<file path="src/rtl/io_port_bank_pkg.sv">
// io_port_bank shared definitions: register map and status layout.
package io_pkg;

    localparam logic [3:0] ADDR_STATUS = 4'h8;
    localparam logic [3:0] ADDR_PUSH   = 4'h9;
    localparam logic [3:0] ADDR_CLEAR  = 4'hA;

    localparam int ST_EMPTY = 0;
    localparam int ST_FULL  = 1;
    localparam int ST_OVF   = 2;
    localparam int ST_CNT   = 3;
    localparam int ST_NEW   = 8;

endpackage

</file>
<file path="src/rtl/io_port_bank_if.sv">
// CPU load/store bus and output stream handshake of io_port_bank.
interface io_port_bank_if #(
    parameter int WIDTH  = 16,
    parameter int ADDR_W = 4
);
    logic [ADDR_W-1:0] cpu_addr;
    logic              cpu_wr;
    logic              cpu_rd;
    logic [WIDTH-1:0]  cpu_wdata;
    logic [WIDTH-1:0]  cpu_rdata;
    logic [WIDTH-1:0]  stream_data;
    logic              stream_valid;
    logic              stream_ready;

    modport master (
        output cpu_addr, cpu_wr, cpu_rd, cpu_wdata, stream_ready,
        input  cpu_rdata, stream_data, stream_valid
    );

    modport slave (
        input  cpu_addr, cpu_wr, cpu_rd, cpu_wdata, stream_ready,
        output cpu_rdata, stream_data, stream_valid
    );
endinterface

</file>
<file path="src/rtl/io_port_bank_fifo.sv">
// Output stream FIFO; a push into a full FIFO is dropped unless a pop frees a slot.
module io_fifo #(
    parameter int WIDTH = 16,
    parameter int DEPTH = 4
) (
    input  logic                     clock,
    input  logic                     rst,
    input  logic                     push,
    input  logic                     pop,
    input  logic [WIDTH-1:0]         wdata,
    output logic [WIDTH-1:0]         rdata,
    output logic                     full,
    output logic                     empty,
    output logic [$clog2(DEPTH):0]   count,
    output logic                     overflow_pulse
);
    localparam int AW = $clog2(DEPTH);
    localparam int CW = AW + 1;

    logic [WIDTH-1:0] mem [DEPTH];
    logic [AW-1:0]    wp, rp;
    logic             do_push, do_pop;

    assign full           = (count == CW'(DEPTH));
    assign empty          = (count == '0);
    assign do_pop         = pop & ~empty;
    assign do_push        = push & (~full | do_pop);
    assign overflow_pulse = push & full & ~do_pop;
    assign rdata          = mem[rp];

    always_ff @(posedge clock or negedge rst) begin
        if (!rst) begin
            wp    <= '0;
            rp    <= '0;
            count <= '0;
        end else begin
            if (do_push) wp <= wp + 1'b1;
            if (do_pop)  rp <= rp + 1'b1;
            count <= count + CW'(do_push) - CW'(do_pop);
        end
    end

    always_ff @(posedge clock) begin
        if (do_push) mem[wp] <= wdata;
    end
endmodule

</file>
<file path="src/rtl/io_port_bank.sv">
// Memory-mapped bank of synchronised input channels, output registers
// and a buffered output stream.
module io_port_bank
    import io_pkg::*;
#(
    parameter int WIDTH      = 16,
    parameter int NUM_CH     = 4,
    parameter int FIFO_DEPTH = 4,
    parameter int ADDR_W     = 4
) (
    input  logic                    clock,
    input  logic                    rst,
    io_port_bank_if.slave           bus,
    input  logic [NUM_CH*WIDTH-1:0] read_in,
    output logic [NUM_CH*WIDTH-1:0] write_out
);
    localparam int CW = $clog2(FIFO_DEPTH) + 1;

    typedef logic [NUM_CH-1:0][WIDTH-1:0] chv_t;

    chv_t              pins, s1, s2, prev, wo_q;
    logic [NUM_CH-1:0] new_q, new_d, chg, rd_ch, wr_ch;
    logic              ovf_q, ovf_d, ovf_pulse;
    logic              f_full, f_empty, push, pop, clr, is_stat;
    logic [CW-1:0]     f_count;
    logic [WIDTH-1:0]  rd_val, rdata_q;
    logic [15:0]       status;

    assign pins          = read_in;
    assign write_out     = wo_q;
    assign bus.cpu_rdata = rdata_q;

    assign is_stat = (bus.cpu_addr == ADDR_W'(ADDR_STATUS));
    assign push    = bus.cpu_wr && (bus.cpu_addr == ADDR_W'(ADDR_PUSH));
    assign clr     = bus.cpu_wr && (bus.cpu_addr == ADDR_W'(ADDR_CLEAR));
    assign pop     = bus.stream_valid && bus.stream_ready;
    assign bus.stream_valid = ~f_empty;

    always_comb begin
        chg   = '0;
        rd_ch = '0;
        wr_ch = '0;
        for (int i = 0; i < NUM_CH; i++) begin
            chg[i]   = (s2[i] != prev[i]);
            rd_ch[i] = bus.cpu_rd && (bus.cpu_addr == ADDR_W'(i));
            wr_ch[i] = bus.cpu_wr && (bus.cpu_addr == ADDR_W'(i));
        end
    end

    always_comb begin
        status                = '0;
        status[ST_EMPTY]      = f_empty;
        status[ST_FULL]       = f_full;
        status[ST_OVF]        = ovf_q;
        status[ST_CNT +: 5]   = 5'(f_count);
        status[ST_NEW +: 8]   = 8'(new_q);
        rd_val = '0;
        for (int i = 0; i < NUM_CH; i++) begin
            if (bus.cpu_addr == ADDR_W'(i)) rd_val = s2[i];
        end
        if (is_stat) rd_val = WIDTH'(status);
    end

    // Clears are applied first so a same-cycle set always wins.
    always_comb begin
        new_d = new_q;
        ovf_d = ovf_q;
        if (clr) begin
            new_d = '0;
            ovf_d = 1'b0;
        end
        new_d = new_d & ~rd_ch;
        if (bus.cpu_rd && is_stat) ovf_d = 1'b0;
        new_d = new_d | chg;
        if (ovf_pulse) ovf_d = 1'b1;
    end

    always_ff @(posedge clock or negedge rst) begin
        if (!rst) begin
            s1      <= '0;
            s2      <= '0;
            prev    <= '0;
            wo_q    <= '0;
            new_q   <= '0;
            ovf_q   <= 1'b0;
            rdata_q <= '0;
        end else begin
            s1    <= pins;
            s2    <= s1;
            prev  <= s2;
            new_q <= new_d;
            ovf_q <= ovf_d;
            if (bus.cpu_rd) rdata_q <= rd_val;
            for (int i = 0; i < NUM_CH; i++) begin
                if (wr_ch[i]) wo_q[i] <= bus.cpu_wdata;
            end
        end
    end

    io_fifo #(
        .WIDTH (WIDTH),
        .DEPTH (FIFO_DEPTH)
    ) u_fifo (
        .clock          (clock),
        .rst            (rst),
        .push           (push),
        .pop            (pop),
        .wdata          (bus.cpu_wdata),
        .rdata          (bus.stream_data),
        .full           (f_full),
        .empty          (f_empty),
        .count          (f_count),
        .overflow_pulse (ovf_pulse)
    );
endmodule

</file>
<file path="src/flat_wrapper.sv">
// flat-port wrapper written by rule: the top's interface ports become plain ports
module io_port_bank_flat import io_pkg::*;
#(
    parameter int WIDTH      = 16,
    parameter int NUM_CH     = 4,
    parameter int FIFO_DEPTH = 4,
    parameter int ADDR_W     = 4
)
  (clock, rst, read_in, write_out, bus_cpu_addr, bus_cpu_wr, bus_cpu_rd, bus_cpu_wdata, bus_stream_ready, bus_cpu_rdata, bus_stream_data, bus_stream_valid);
  io_port_bank_if #(.WIDTH(WIDTH), .ADDR_W(ADDR_W)) bus_i ();
  input  logic clock;
  input  logic rst;
  input  logic [NUM_CH*WIDTH-1:0] read_in;
  output logic [NUM_CH*WIDTH-1:0] write_out;
  input wire logic [$bits(bus_i.cpu_addr)-1:0] bus_cpu_addr;
  input wire logic [$bits(bus_i.cpu_wr)-1:0] bus_cpu_wr;
  input wire logic [$bits(bus_i.cpu_rd)-1:0] bus_cpu_rd;
  input wire logic [$bits(bus_i.cpu_wdata)-1:0] bus_cpu_wdata;
  input wire logic [$bits(bus_i.stream_ready)-1:0] bus_stream_ready;
  output wire logic [$bits(bus_i.cpu_rdata)-1:0] bus_cpu_rdata;
  output wire logic [$bits(bus_i.stream_data)-1:0] bus_stream_data;
  output wire logic [$bits(bus_i.stream_valid)-1:0] bus_stream_valid;
  assign bus_i.cpu_addr = bus_cpu_addr;
  assign bus_i.cpu_wr = bus_cpu_wr;
  assign bus_i.cpu_rd = bus_cpu_rd;
  assign bus_i.cpu_wdata = bus_cpu_wdata;
  assign bus_i.stream_ready = bus_stream_ready;
  assign bus_cpu_rdata = bus_i.cpu_rdata;
  assign bus_stream_data = bus_i.stream_data;
  assign bus_stream_valid = bus_i.stream_valid;
  io_port_bank #(.WIDTH(WIDTH), .NUM_CH(NUM_CH), .FIFO_DEPTH(FIFO_DEPTH), .ADDR_W(ADDR_W)) u_core (.clock(clock), .rst(rst), .bus(bus_i), .read_in(read_in), .write_out(write_out));
endmodule
</file>
<file path="config.mk">
export PLATFORM = sky130hd
export DESIGN_NAME = io_port_bank_flat
export DESIGN_NICKNAME = d
export VERILOG_FILES = /design/src/rtl/io_port_bank_pkg.sv /design/src/rtl/io_port_bank_if.sv /design/src/rtl/io_port_bank_fifo.sv /design/src/rtl/io_port_bank.sv /design/src/flat_wrapper.sv
export SDC_FILE = /design/constraint.sdc
export NUM_CORES = 1
export LEC_CHECK = 0
export ABC_CLOCK_PERIOD_IN_PS = 4150
export BUFFER_PORTS_ARGS = -buffer_cell sky130_fd_sc_hd__buf_2
export CAP_MARGIN = 20
export CELL_PAD_IN_SITES_DETAIL_PLACEMENT = 0
export CELL_PAD_IN_SITES_GLOBAL_PLACEMENT = 1
export CORE_MARGIN = 2
export CORE_UTILIZATION = 31
export DETAILED_ROUTE_END_ITERATION = 8
export GPL_TIMING_DRIVEN = 1
export PLACE_DENSITY = 0.51
export RECOVER_POWER = 100
export SYNTH_ARGS = -nofsm -noshare
export SYNTH_HDL_FRONTEND = slang
export SYNTH_SLANG_ARGS = --single-unit
export TNS_END_PERCENT = 20
</file>
<file path="constraint.sdc">
create_clock -name clock -period 4.15 [get_ports clock]
set_clock_uncertainty 0.15 [all_clocks]
set_input_delay 0.2075 -clock clock [delete_from_list [all_inputs] [get_ports clock]]
set_output_delay 0.2075 -clock clock [all_outputs]
set_load 0.02 [all_outputs]
</file>
==> impl_metrics.tcl <==
set metrics [dict create \
    cp_max_fo 30 \
    wl_mm 27.85 \
    drc_errors 0 \
    wl_per_cell_um 18.32 \
    placed_cell_area_mm2 0.01351 \
    whs_endpoint "u_core.u_fifo.wp[0]" \
    end_kind "flip-flop" \
    cts_tree "built" \
    ys_types 48 \
    die_w_um 200.8 \
    stdcell_area_mm2 0.01534 \
    core_mm2 0.03847 \
    syn_avg_cell_area_um2 17.76 \
    grt_max_degree 85 \
    finalHoldViolCount 0 \
    clk_latency_ns 0.56 \
    hold_ws_ns 0.04209 \
    r2r_slack_ns 1.46 \
    clock_sinks 348 \
    rows 72 \
    yosys_warnings 0 \
    max_freq_mhz 331.4 \
    r2r_end "u_core.u_fifo.mem[1][14]" \
    status "complete, but fails checks" \
    r2r-start "u_core.u_fifo.count[2]" \
    synth_edf_count 64 \
    holdBufCountCts 84 \
    arrival_ns 3.02 \
    synth_area_mm2 0.01201 \
    yosys.area_share.simple_pct 3.940 \
    gp_congestion 0.7091 \
    vias 6534 \
    maxCapViolCount 1 \
    fp.dieArea_mm2 0.04032 \
    areaGrowthSynthToFinish_pct 27.81 \
    synthAdderAreaFrac_pct 0.7921 \
    p_leak_nw 6.247 \
    fin_crit_sh_pct 72.71 \
    die_h_um 200.8 \
    gr-usage-all-layers_pct 14.25 \
    worstMarginPinSlew_ns 2.002 \
    layout-drive-gt1-share_pct 20.92 \
    grt_antenna_before_repair 1 \
    worstPathRequired_ns 4.15 \
    cts_made_buffers 41 \
    synthFlopType "dfrtp_1" \
    synth_nets 772 \
    synth_top_family_by_area "multiplexers" \
    pwr_density_cell_mw_per_mm2 562.0 \
    start_util_pct 31.21 \
    path_class "primary input to flip-flop" \
    whs_path_depth 4 \
    port_buffers 185 \
    fin_nets 1068 \
    dr.pass1.iters 5 \
    muxShareOfSynthArea_pct 10.11 \
    clockBufferDepth 3 \
    clk_pin_slew_ns 0.05 \
    finalMaxSlewViolations 83 \
    htreeDepth 2 \
    fin_setup_tns_ns 0 \
    ys_seq_area_share_pct 75.21 \
    synth-async-reset-ratio_pct 81.61 \
    relSlewSlack_pct -33.47 \
    ir_worst_vdd_mv 0.2951 \
    drtIter0Drc 268 \
    dp_hpwl_mm 18.62 \
    hp-class "primary input to flip-flop" \
    root_buffer "clkbuf_16" \
    viasPerCell 4.299 \
    startpoint_type "primary input" \
    finalSetupViolCount 0 \
    syn_inst 676 \
    grt_pass1_wl_mm 43.36 \
    fillers 3637 \
    rsz0062_at_grt "false" \
    postRouteAntennaNets 0 \
    ctsResizeCount 0 \
    synth_compound_area_share_pct 3.273 \
    first_global_vias 7192 \
    reg2regPathDepth 4 \
    post-route-min-period_ns 3.017 \
    violations "capacitance limit, slew limit" \
    cts_setup_buffers 0 \
    num_io_pins 186 \
    synth_seq_cells 348 \
    synth_xor_area_share_pct 5.034 \
    gr-total-overflow 0 \
    min-delay-start "bus_cpu_wr" \
]
-- cells in the final DEF, fill, tap and decap left out, types with 13 or more instances in the layout --
cell type | Yosys | final
clkbuf_1 | 6 | 128
edfxtp_1 | 64 | 64
dfrtp_1 | 284 | 284
xor2_1 | 18 | 18
xnor2_1 | 51 | 51
clkbuf_16 | 0 | 41
buf_2 | 9 | 68
mux4_2 | 16 | 16
mux2_2 | 57 | 57
dlygate4sd3_1 | 0 | 84
o22ai_1 | 14 | 14
nand4_1 | 13 | 13
-- worst max-delay path by stage --
| stage | startpoint | end | slack [ns] | cells after the start |
|---|---|---|---|---|
| 3_3_place_gp | bus_cpu_addr[0] | u_core.u_fifo.count[2] | 1.03 | 11 |
| 5_1_grt | rst | u_core.u_fifo.wp[0] | 0.70 | 3 |
| 6_report | bus_cpu_addr[1] | u_core.u_fifo.mem[1][14] | 1.13 | 5 |
| 2_1_floorplan | u_core.u_fifo.count[2] | u_core.u_fifo.count[2] | 1.62 | 8 |
| 3_5_place_dp | bus_cpu_addr[0] | u_core.u_fifo.count[2] | 0.96 | 11 |
| 4_1_cts | u_core.u_fifo.count[2] | u_core.u_fifo.count[2] | 1.45 | 10 |
-- state kept, by name (all words and copies together), names as in the netlist --
signal                flops
u_core.prev              64
u_core.s1                64
u_core.s2                64
u_core.u_fifo.mem        64
u_core.write_out         64
u_core.bus.cpu_rdata     16
u_core.new_q              4
u_core.u_fifo.count       3
u_core.u_fifo.rp          2
u_core.u_fifo.wp          2
u_core.ovf_q              1
-- kinds of logic after synthesis --
| logic type | count (synthesis) |
|---|---|
| AOI/OAI and AO/OA | 53 |
| buffers and inverters | 34 |
| muxes | 89 |
| DFF | 348 |
| xor gates and xnor gates | 69 |
| and+or+nand+nor | 76 |
| adders and majority gates | 7 |
-- cells in the mapped netlist (2+ instances only) --
cell type  number  area, um^2
and3_1          2       12.51
mux2_2         57       641.9
dfrtp_1       284        7107
a211oi_1        8       60.06
nand3_1         8       40.04
nand2b_1        4       25.02
nand2_1         8       30.03
mux4_2         16       360.4
buf_2           9       45.04
nor2b_1        11       68.82
o2bb2ai_1       5       43.79
mux2_4         10       150.1
buf_4           2       15.01
and2b_1         2       15.01
nand4_1        13       81.33
inv_1          12       45.04
o221ai_1       11       96.34
a21oi_1         2       10.01
xnor2_1        51       446.7
mux2i_1         5       50.05
o21ai_0         5       25.02
xor2_1         18       157.7
ha_1            6       75.07
buf_12          2       40.04
nor4_1          7       43.79
clkbuf_1        6       22.52
and2_1          5       31.28
o22ai_1        14       87.58
nor2_1          7       26.28
a221oi_1        5       43.79
edfxtp_1       64        1922
-- metal layers --
metal | vias to the layer above | track usage (%) | routed length (um)
li1 | 3016 | - | -
met1 | 3291 | 18.71 | 12370
met2 | 178 | 22.98 | 13220
met3 | 49 | 3.166 | 1501
met4 | 0 | 5.794 | 753
met5 | - | 0 | 0
-- worst max-delay path, stage by stage --
cell and delay (ns):
clkbuf_1 0.55, nor2b_1 0.66, nand3_1 0.17, nor2_1 0.37, and2_0 1.06
-- cell type report --
type                    count  area (um^2)  area share [%]
clock inverters            14        106.4          0.6931
well taps                 518        648.1           4.224
diodes                      3        7.507         0.04893
repair buffers            275         1685           10.98
multi-input cells         294         2700           17.60
clock buffers              56         1122           7.315
inverters                  12        45.04          0.2936
flip-flops and latches    348         9029           58.84
-- power breakdown --
part           total [mW]  switching [mW]  leakage (nW)  internal (mW)
clock                3.29            1.39         0.601           1.90
combinational        1.32           0.782          1.71          0.540
sequential           4.01           0.222          3.94           3.78
-- through the flow --
stage               utilization (%)  setup WS [ns]  std cells  power [mW]
finish                        39.89          1.133       1520       8.624
global route                  39.87         0.7012       1517       9.062
CTS                           40.49          1.450       1517       8.876
detailed placement            35.11         0.9646       1363       5.445
global placement              35.11          1.029       1363       5.437
floorplan                         -          1.618        676       4.880
(Power assumes the default switching activity.)
